[config.mk]
export PLATFORM = sky130hd
export DESIGN_NAME = cd_csr_host_flat
export DESIGN_NICKNAME = d
export VERILOG_FILES = /design/src/rtl/cd_csr_host_if.sv /design/src/rtl/cd_csr_host.sv /design/src/flat_wrapper.sv
export SDC_FILE = /design/constraint.sdc
export NUM_CORES = 1
export LEC_CHECK = 0
export BUFFER_PORTS_ARGS = -buffer_cell sky130_fd_sc_hd__buf_4
export CORE_UTILIZATION = 55
export DETAILED_ROUTE_END_ITERATION = 8
export PLACE_DENSITY = 0.79
export SYNTH_ARGS = -nofsm -noshare
export SYNTH_HDL_FRONTEND = slang
export SYNTH_SLANG_ARGS = --single-unit
[constraint.sdc]
create_clock -name clk -period 2.98 [get_ports clk]
set_input_delay 0.298 -clock clk [delete_from_list [all_inputs] [get_ports clk]]
set_output_delay 0.298 -clock clk [all_outputs]
set_load 0.05 [all_outputs]
[src/rtl/cd_csr_host_if.sv]
// CSR bus between cd_csr_host (master) and the cdbus controller register file (slave).
// Read data is combinational from the slave and is valid while csr_read is high.
interface cd_csr_host_if;
    logic [3:0]  csr_address;
    logic        csr_read;
    logic [31:0] csr_readdata;
    logic        csr_write;
    logic [31:0] csr_writedata;

    modport master (
        output csr_address,
        output csr_read,
        output csr_write,
        output csr_writedata,
        input  csr_readdata
    );

    modport slave (
        input  csr_address,
        input  csr_read,
        input  csr_write,
        input  csr_writedata,
        output csr_readdata
    );
endinterface

[src/rtl/cd_csr_host.sv]
// Autonomous CSR initiator for the cdbus controller: configures it after reset, drains RX frames
// into a byte stream on irq, and packs a TX byte stream into TX RAM words before switching the page.
module cd_csr_host #(
    parameter logic [7:0] SETTING   = 8'h10,
    parameter logic [7:0] FILTER    = 8'hff,
    parameter logic [7:0] INT_MASK  = 8'h02,
    parameter int         HDR_BYTES = 3
) (
    input  logic                 clk,
    input  logic                 reset,
    input  logic                 irq,
    cd_csr_host_if.master        csr,
    input  logic [7:0]           tx_data,
    input  logic                 tx_valid,
    input  logic                 tx_last,
    output logic                 tx_ready,
    output logic [7:0]           rx_data,
    output logic                 rx_valid,
    output logic                 rx_last,
    input  logic                 rx_ready,
    output logic [7:0]           flag_last,
    output logic                 tx_overflow
);

    localparam logic [3:0] REG_SETTING  = 4'h1;
    localparam logic [3:0] REG_FILTER   = 4'h6;
    localparam logic [3:0] REG_INT_MASK = 4'h9;
    localparam logic [3:0] REG_INT_FLAG = 4'ha;
    localparam logic [3:0] REG_RX       = 4'hb;
    localparam logic [3:0] REG_TX       = 4'hc;
    localparam logic [3:0] REG_RX_CTRL  = 4'hd;
    localparam logic [3:0] REG_TX_CTRL  = 4'he;

    typedef enum logic [3:0] {
        INIT_SET,
        INIT_FILT,
        INIT_MASK,
        IDLE,
        RX_FLAG,
        RX_CLR,
        RX_RD,
        RX_OUT,
        RX_DONE,
        TX_CLR,
        TX_COLLECT,
        TX_WR,
        TX_POLL,
        TX_SW
    } state_t;

    state_t      state;
    state_t      state_nxt;

    logic [8:0]  byte_idx;
    logic [1:0]  lane;
    logic [8:0]  nbytes;
    logic [31:0] word;
    logic        tx_last_seen;
    logic        ovf_seen;

    logic [3:0]  addr_q;
    logic        rd_q;
    logic        wr_q;
    logic [31:0] wdata_q;

    logic [3:0]  addr_nxt;
    logic        rd_nxt;
    logic        wr_nxt;
    logic [31:0] wdata_nxt;

    logic [31:0] word_merged;
    logic [9:0]  hdr_sum;
    logic [8:0]  nbytes_calc;
    logic        rx_hs;
    logic        tx_hs;
    logic        rx_byte_last;

    assign tx_ready     = (state == TX_COLLECT);
    assign rx_valid     = (state == RX_OUT);
    assign rx_byte_last = (byte_idx == nbytes - 9'd1);
    assign rx_last      = rx_valid && rx_byte_last;
    assign rx_data      = rx_valid ? word[{lane, 3'b000} +: 8] : 8'h00;
    assign rx_hs        = rx_valid && rx_ready;
    assign tx_hs        = tx_valid && tx_ready;

    assign csr.csr_address   = addr_q;
    assign csr.csr_read      = rd_q;
    assign csr.csr_write     = wr_q;
    assign csr.csr_writedata = wdata_q;

    // Word with the incoming TX byte placed in its lane; also the data of the TX RAM write.
    always_comb begin
        word_merged = word;
        word_merged[{lane, 3'b000} +: 8] = tx_data;
        hdr_sum     = {2'b00, csr.csr_readdata[15:8]} + 10'(HDR_BYTES);
        nbytes_calc = (hdr_sum > 10'd256) ? 9'd256 : hdr_sum[8:0];
    end

    always_comb begin
        state_nxt = state;
        case (state)
            INIT_SET:   state_nxt = INIT_FILT;
            INIT_FILT:  state_nxt = INIT_MASK;
            INIT_MASK:  state_nxt = IDLE;
            IDLE: begin
                if (irq)
                    state_nxt = RX_FLAG;
                else if (tx_valid)
                    state_nxt = TX_CLR;
            end
            RX_FLAG:    state_nxt = csr.csr_readdata[1] ? RX_CLR : IDLE;
            RX_CLR:     state_nxt = RX_RD;
            RX_RD:      state_nxt = RX_OUT;
            RX_OUT: begin
                if (rx_hs) begin
                    if (rx_byte_last)
                        state_nxt = RX_DONE;
                    else if (lane == 2'd3)
                        state_nxt = RX_RD;
                end
            end
            RX_DONE:    state_nxt = IDLE;
            TX_CLR:     state_nxt = TX_COLLECT;
            TX_COLLECT: begin
                if (tx_hs) begin
                    if (!byte_idx[8]) begin
                        if (tx_last || lane == 2'd3)
                            state_nxt = TX_WR;
                    end else if (tx_last) begin
                        state_nxt = TX_POLL;
                    end
                end
            end
            TX_WR:      state_nxt = tx_last_seen ? TX_POLL : TX_COLLECT;
            TX_POLL:    state_nxt = csr.csr_readdata[5] ? TX_SW : TX_POLL;
            TX_SW:      state_nxt = IDLE;
            default:    state_nxt = INIT_SET;
        endcase
    end

    // Init writes are issued by the init states themselves so the first access follows reset by one
    // cycle; every other access is decoded from the state being entered and is live during that state.
    always_comb begin
        addr_nxt  = 4'h0;
        rd_nxt    = 1'b0;
        wr_nxt    = 1'b0;
        wdata_nxt = 32'h0;
        case (state)
            INIT_SET: begin
                wr_nxt    = 1'b1;
                addr_nxt  = REG_SETTING;
                wdata_nxt = {24'h0, SETTING};
            end
            INIT_FILT: begin
                wr_nxt    = 1'b1;
                addr_nxt  = REG_FILTER;
                wdata_nxt = {24'h0, FILTER};
            end
            INIT_MASK: begin
                wr_nxt    = 1'b1;
                addr_nxt  = REG_INT_MASK;
                wdata_nxt = {24'h0, INT_MASK};
            end
            default: begin
                case (state_nxt)
                    RX_FLAG, TX_POLL: begin
                        rd_nxt   = 1'b1;
                        addr_nxt = REG_INT_FLAG;
                    end
                    RX_CLR: begin
                        wr_nxt   = 1'b1;
                        addr_nxt = REG_RX_CTRL;
                    end
                    RX_RD: begin
                        rd_nxt   = 1'b1;
                        addr_nxt = REG_RX;
                    end
                    RX_DONE: begin
                        wr_nxt    = 1'b1;
                        addr_nxt  = REG_RX_CTRL;
                        wdata_nxt = 32'h2;
                    end
                    TX_CLR: begin
                        wr_nxt   = 1'b1;
                        addr_nxt = REG_TX_CTRL;
                    end
                    TX_WR: begin
                        wr_nxt    = 1'b1;
                        addr_nxt  = REG_TX;
                        wdata_nxt = word_merged;
                    end
                    TX_SW: begin
                        wr_nxt    = 1'b1;
                        addr_nxt  = REG_TX_CTRL;
                        wdata_nxt = 32'h2;
                    end
                    default: ;
                endcase
            end
        endcase
    end

    always_ff @(posedge clk) begin
        if (reset) begin
            state        <= INIT_SET;
            byte_idx     <= 9'd0;
            lane         <= 2'd0;
            nbytes       <= 9'd0;
            word         <= 32'h0;
            tx_last_seen <= 1'b0;
            ovf_seen     <= 1'b0;
            flag_last    <= 8'h00;
            tx_overflow  <= 1'b0;
            addr_q       <= 4'h0;
            rd_q         <= 1'b0;
            wr_q         <= 1'b0;
            wdata_q      <= 32'h0;
        end else begin
            state       <= state_nxt;
            addr_q      <= addr_nxt;
            rd_q        <= rd_nxt;
            wr_q        <= wr_nxt;
            wdata_q     <= wdata_nxt;
            tx_overflow <= 1'b0;
            case (state)
                RX_FLAG: begin
                    flag_last <= csr.csr_readdata[7:0];
                    nbytes    <= nbytes_calc;
                    byte_idx  <= 9'd0;
                end
                RX_RD: begin
                    word <= csr.csr_readdata;
                    lane <= 2'd0;
                end
                RX_OUT: begin
                    if (rx_hs) begin
                        byte_idx <= byte_idx + 9'd1;
                        lane     <= lane + 2'd1;
                    end
                end
                TX_CLR: begin
                    byte_idx     <= 9'd0;
                    lane         <= 2'd0;
                    word         <= 32'h0;
                    tx_last_seen <= 1'b0;
                    ovf_seen     <= 1'b0;
                end
                // Bytes past 256 are accepted and dropped; the word is cleared once handed to TX_WR.
                TX_COLLECT: begin
                    if (tx_hs) begin
                        if (!byte_idx[8]) begin
                            word         <= (tx_last || lane == 2'd3) ? 32'h0 : word_merged;
                            lane         <= lane + 2'd1;
                            byte_idx     <= byte_idx + 9'd1;
                            tx_last_seen <= tx_last;
                        end else if (!ovf_seen) begin
                            tx_overflow <= 1'b1;
                            ovf_seen    <= 1'b1;
                        end
                    end
                end
                TX_POLL: flag_last <= csr.csr_readdata[7:0];
                default: ;
            endcase
        end
    end

endmodule

[src/flat_wrapper.sv]
// flat-port wrapper written by rule: the top's interface ports become plain ports
module cd_csr_host_flat 
#(
    parameter logic [7:0] SETTING   = 8'h10,
    parameter logic [7:0] FILTER    = 8'hff,
    parameter logic [7:0] INT_MASK  = 8'h02,
    parameter int         HDR_BYTES = 3
)
  (clk, reset, irq, tx_data, tx_valid, tx_last, tx_ready, rx_data, rx_valid, rx_last, rx_ready, flag_last, tx_overflow, csr_csr_address, csr_csr_read, csr_csr_write, csr_csr_writedata, csr_csr_readdata);
  cd_csr_host_if csr_i ();
  input  logic clk;
  input  logic reset;
  input  logic irq;
  input  logic [7:0] tx_data;
  input  logic tx_valid;
  input  logic tx_last;
  output logic tx_ready;
  output logic [7:0] rx_data;
  output logic rx_valid;
  output logic rx_last;
  input  logic rx_ready;
  output logic [7:0] flag_last;
  output logic tx_overflow;
  output wire logic [$bits(csr_i.csr_address)-1:0] csr_csr_address;
  output wire logic [$bits(csr_i.csr_read)-1:0] csr_csr_read;
  output wire logic [$bits(csr_i.csr_write)-1:0] csr_csr_write;
  output wire logic [$bits(csr_i.csr_writedata)-1:0] csr_csr_writedata;
  input wire logic [$bits(csr_i.csr_readdata)-1:0] csr_csr_readdata;
  assign csr_csr_address = csr_i.csr_address;
  assign csr_csr_read = csr_i.csr_read;
  assign csr_csr_write = csr_i.csr_write;
  assign csr_csr_writedata = csr_i.csr_writedata;
  assign csr_i.csr_readdata = csr_csr_readdata;
  cd_csr_host #(.SETTING(SETTING), .FILTER(FILTER), .INT_MASK(INT_MASK), .HDR_BYTES(HDR_BYTES)) u_core (.clk(clk), .reset(reset), .irq(irq), .csr(csr_i), .tx_data(tx_data), .tx_valid(tx_valid), .tx_last(tx_last), .tx_ready(tx_ready), .rx_data(rx_data), .rx_valid(rx_valid), .rx_last(rx_last), .rx_ready(rx_ready), .flag_last(flag_last), .tx_overflow(tx_overflow));
endmodule
[Yosys cells after proc, flatten, opt, wreduce, memory -nomap -nowiden]
Index checks and enable logic that the tools add are counted.
Word-level totals
  bits in registers: 105
  input bits: 46
  word-level logic and storage cells: 123
  output and inout port bits: 58
Cells by class
  bitwise gates (word level): 3
  order comparisons: 1
  $add $sub $neg: 5
  reductions and logical operators: 28
  muxes and demuxes: 42
  equality and inequality tests: 27
  shifts and indexed selects: 3
Operators by type and width (count)
  $pmux W32 S3: 2
  $mux W32: 3
  $pmux W32 S2: 1
  $pmux W4 S12: 1
  $eq A4 B4 Y1 const B: 11
  $mux W4: 9
  $mux W9: 4
  $bwmux W32: 1
  $shift A8 B7 Y32 const A: 1
  $shiftx A32 B6 Y8: 1
  $shiftx A8 B7 Y32: 1
  $eq A4 B3 Y1 const B: 7
  $pmux W9 S3: 1
  $pmux W4 S5: 1
  $reduce_or A2 Y1: 7
  $pmux W4 S3: 1
  $reduce_and A3 Y1: 4
  $gt A10 B9 Y1 const B: 1
  $add A8 B2 Y9 const B: 1
  $add A9 B1 Y9 const B: 1
  $eq A9 B9 Y1: 1
  $mux W1: 9
  $reduce_bool A3 Y1: 3
  $reduce_or A3 Y1: 3
  other kinds (20): 34

[Logic depth before layout (Yosys ltp)]
  depth after elaboration: 10
  depth in mapped cells: 11
  gate-level depth less buffers: 10

[Worst setup path after synthesis]
No wires, ideal clock.
  path type: register to register
  from: register u_core.nbytes[0]
  to: register u_core.addr_q[2] (netlist: u_core.csr.csr_address[2])
  setup time: 0.079 ns
  data required time: 2.901 ns
  data arrival time: 2.546 ns
  stages on the path, launching flop included: 10
  setup slack: 0.354 ns
  path buffers: 0
  cells stage by stage: dfxtp_1 -> inv_1 -> ha_1 -> or3b_4 -> o41ai_2 -> nor4_2 -> and3_4 -> o31a_1 -> o311a_1 -> a211oi_2
On the way
  cells in the longest elaborated chain, start to end: 9
RTL lines
  start: declaration: RTL line cd_csr_host.sv:56  | logic [8:0] nbytes;
  start signal: assignment: RTL line cd_csr_host.sv:228  | nbytes <= nbytes_calc;
  $sub A9 B1 Y9 (*): RTL line cd_csr_host.sv:80  | assign rx_byte_last = (byte_idx == nbytes - 9'd1);
  $eq A9 B9 Y1 (*): RTL line cd_csr_host.sv:80
  $mux W4 (*): RTL line cd_csr_host.sv:116  | if (rx_byte_last)
  $mux W4 (*): RTL line cd_csr_host.sv:115  | if (rx_hs) begin
  $pmux W4 S12 (*): RTL line cd_csr_host.sv:101  | case (state)
  $eq A4 B4 Y1 or $eq A4 B3 Y1 (tied branches): RTL line cd_csr_host.sv:165  | case (state_nxt)
  $reduce_or A2 Y1 (no line)
  $pmux W4 S5 (*): RTL line cd_csr_host.sv:165
  $pmux W4 S3 (*): RTL line cd_csr_host.sv:148  | case (state)
  end signal: assignment: RTL line cd_csr_host.sv:220  | addr_q <= addr_nxt;
  end: declaration: RTL line cd_csr_host.sv:61  | logic [3:0] addr_q;
Mark *: on every way between the ends. The rest lies on a longest branch, timed or not.
A chain may end at the register's enable or synchronous reset.

[Worst setup path after layout]
  from: register u_core.nbytes[0]
  to: output port rx_last
On the way
  cells in the longest elaborated chain, start to end: 3
RTL lines
  $sub A9 B1 Y9: RTL line cd_csr_host.sv:80
  $eq A9 B9 Y1: RTL line cd_csr_host.sv:80
  $logic_and A1 B1 Y1: RTL line cd_csr_host.sv:81  | assign rx_last = rx_valid && rx_byte_last;
  end: declaration: RTL line flat_wrapper.sv:20  | output logic rx_last;
No other way between the ends.

==> impl_metrics.csv <==
group,metric,value,unit
synthesis,async_flop_share,0,
synthesis,synth_top_family_by_area,"simple AND/OR/NAND/NOR gates",
sta,fmax,0.353,GHz
synthesis,syn_area_per_cell,7.93,sq um
cts,cts_made_buffers,9,
cts,clk_pin_slew,0.10,ns
synthesis,synth_flop_cell,"dfxtp_1",
pwr,power_density,590,nW/um^2
synthesis,yosys-top-cells-area,"dfxtp_1, nor2_1, a21oi_1",
grt,antenna_found_initial,0,
die,dieHeight,101,microns
synthesis,synth.cell_area,5370,sq um
routing,drt_iter0_drc,324,
routing,dr.pass1.iters,5,
grt,first_global_vias,5038,
place,dpl-instance-area,6300,sq um
sta,worst_pin_slew,0.933,ns
die,ioPinCount,104,
cells_and_area,final_area,6490,sq um
cts,clkSinkCount,105,
grt,grt.total_usage,0.311,
pwr,p_leak,2.50,nW
routing,ant_nets,0,
routing,vias_per_cell,5.94,
synthesis,syn_inst,677,
critical_path,crit_type,"flop to primary output",
cts,cts_setup_buffers,0,
cts,clk-insertion-delay-late,0.38,ns
synthesis,synth.yosys.seq_area_share,0.392,
synthesis,synth-edff-count,0,
synthesis,yosys.area_share.simple,0.246,
sta,max-slew-margin-rel,0.378,
synthesis,syn_nets,734,
grt,grt.overflow.total,0,
cells_and_area,n_antenna_cell,0,
cts,cts-hold-fix-buffers,0,
place,gp_congestion,0.910,
critical_path,reg2reg_depth,9,
die,core_area,9330,sq um
critical_path,reg2reg_setup_slack,0.20,ns
grt,grtUsageMet2,0.525,
sta,drv_slew,0,
synthesis,synth_most_common_cell,"nor2_1",
routing,drc,0,
cts,ctsLongestPathBuffers,2,
cells_and_area,drive_gt1_frac,0.205,
synthesis,ys_top_cells_by_count,"nor2_1, dfxtp_1, a21oi_1",
cts,cts_htree_levels,3,
critical_path,critPathLaunchType,"flop",
cts,cts_tree,"done",
synthesis,synth_compound_area_frac,0.211,
critical_path,cp.arrival,2.53,ns
routing,vias,5348,
critical_path,crit_fanout,6,
pwr,ir_drop,349,uV
synthesis,synth_top_area_share,0.392,
sta,rsz0062_at_grt,"false",
die,rows,35,
grt,grt_max_degree,65,
cts,root_buffer,"clkbuf_8",
sta,fin_crit_sh,0.951,
synthesis,yosysUniqueCellTypes,59,
grt,grt_busiest_layer,"met2",
critical_path,r2r_start,"u_core.nbytes[0]",
synthesis,synth_xor_area_frac,0.0408,
sta,fin_crit,2.83,ns
sta,skew,0.0131,ns
grt,grt_util_met1,0.401,
critical_path,r2r-end,"u_core.csr.csr_address[2]",
place,io_buffer_count,103,
synthesis,synthMuxAreaShare,0.0392,
sta,hold_viol_final,0,
critical_path,crit_start,"u_core.nbytes[0]",
place,dpl.hpwl,11000,microns
critical_path,end_kind,"primary output",
die,die_w,101,microns
synthesis,synth_fa_ha_area_frac,0.0256,
sta,tns,0,ns
routing,wire_per_inst,17.1,microns
cells_and_area,syn_to_final_growth,20.9,%
grt,grt_util_met3,0.0444,
routing,routed_wl,15400,microns
synthesis,yosys_warnings,0,
cells_and_area,final_nets,824,
outcome,run_status,"finished, final reports clean",
synthesis,synth_top_cell_by_area,"dfxtp_1",
die,start_util,0.575,
sta,setup_viol,0,
grt,grt_pass1_wl,24800,microns
cts,cts.repair.resized,0,
die,die_area,10200,sq um
job,max_cap_violations,0,
critical_path,endpoint,"rx_last",
critical_path,worstPathRequired,2.68,ns
synthesis,ys_ff_latch,105,
min_path,hp-class,"primary input to flop",
power breakdown:
group,internal (mW),switching (mW),total [mW]
Combinational,0.465,0.824,1.29
Clock,0.331,0.548,0.879
Sequential,1.53,0.129,1.66
Total,2.33,1.50,3.83
per-layer routing:
metal  vias up  routed length (microns)
met5         -                        0
met4         0                      465
met3        41                     1030
met2       271                     7400
met1      2506                     6480
li1       2530                        -
kinds of logic after synthesis:
logic type,after synthesis
buf+inv,63
compound gates,184
simple gates,278
xor+xnor,25
flops,105
fa+ha+maj,11
mux,11
placed cells by master, fill, tap and decap left out, types with 6 or more instances in the layout:
cell | netlist | final
a22oi_1 | 9 | 9
nor3_1 | 14 | 14
nor2_1 | 127 | 127
xnor2_1 | 12 | 12
clkbuf_8 | 0 | 9
buf_4 | 0 | 120
inv_1 | 21 | 21
dfxtp_1 | 105 | 105
nand2b_1 | 6 | 6
xor2_1 | 13 | 13
a211oi_1 | 35 | 35
mux4_2 | 8 | 8
nand2_1 | 54 | 54
a21oi_1 | 89 | 89
ha_1 | 11 | 11
nor2b_1 | 39 | 39
o21ai_0 | 16 | 16
final cells by class:
| class | instances | area (sq um) |
|---|---|---|
| multi-input cells | 509 | 3030 |
| inverters | 21 | 78.8 |
| fillers | 776 | 2840 |
| clock inverters | 7 | 67.6 |
| well taps | 129 | 161 |
| repair buffers | 121 | 921 |
| flip-flops and latches | 105 | 2100 |
| clock buffers | 9 | 124 |
critical path, cell delays in order (launching register included):
cell and delay (ns):
dfxtp_1 0.38, inv_1 0.08, ha_1 0.23, or3b_4 0.42
or4_1 0.52, o21ai_1 0.12, and3_4 0.22, buf_4 0.19
sequential cells by signal, indices dropped and copies added (netlist names):
name and flops:
u_core.nbytes 9, u_core.flag_last 8, u_core.byte_idx 9, u_core.csr.csr_writedata 32, u_core.tx_last_seen 1, u_core.word 32, u_core.state 4, u_core.tx_overflow 1
u_core.ovf_seen 1, u_core.csr.csr_write 1, u_core.csr.csr_address 4, u_core.lane 2, u_core.csr.csr_read 1
how the worst min path moves through the flow:
stage	cells after the start	from	endpoint
final	3	csr_csr_readdata[2]	u_core.flag_last[2]
after global routing	3	csr_csr_readdata[2]	u_core.flag_last[2]
after detailed placement	1	u_core.ovf_seen	u_core.tx_overflow
after CTS	3	csr_csr_readdata[4]	u_core.flag_last[4]
after global placement	1	u_core.ovf_seen	u_core.tx_overflow
after floorplan	1	u_core.ovf_seen	u_core.tx_overflow
stage by stage:
step	hold slack [ns]	total power, mW	worst slack, ns	cells	utilization
after floorplan	0.400	2.58	0.354	677	-
after global placement	0.420	2.94	0.332	885	0.675
after detailed placement	0.422	2.96	0.230	885	0.675
after CTS	0.176	3.82	0.171	901	0.696
after global routing	0.186	4.01	0.0376	901	0.696
final	0.180	3.83	0.147	901	0.696
Power figures use the tool's default switching activity.
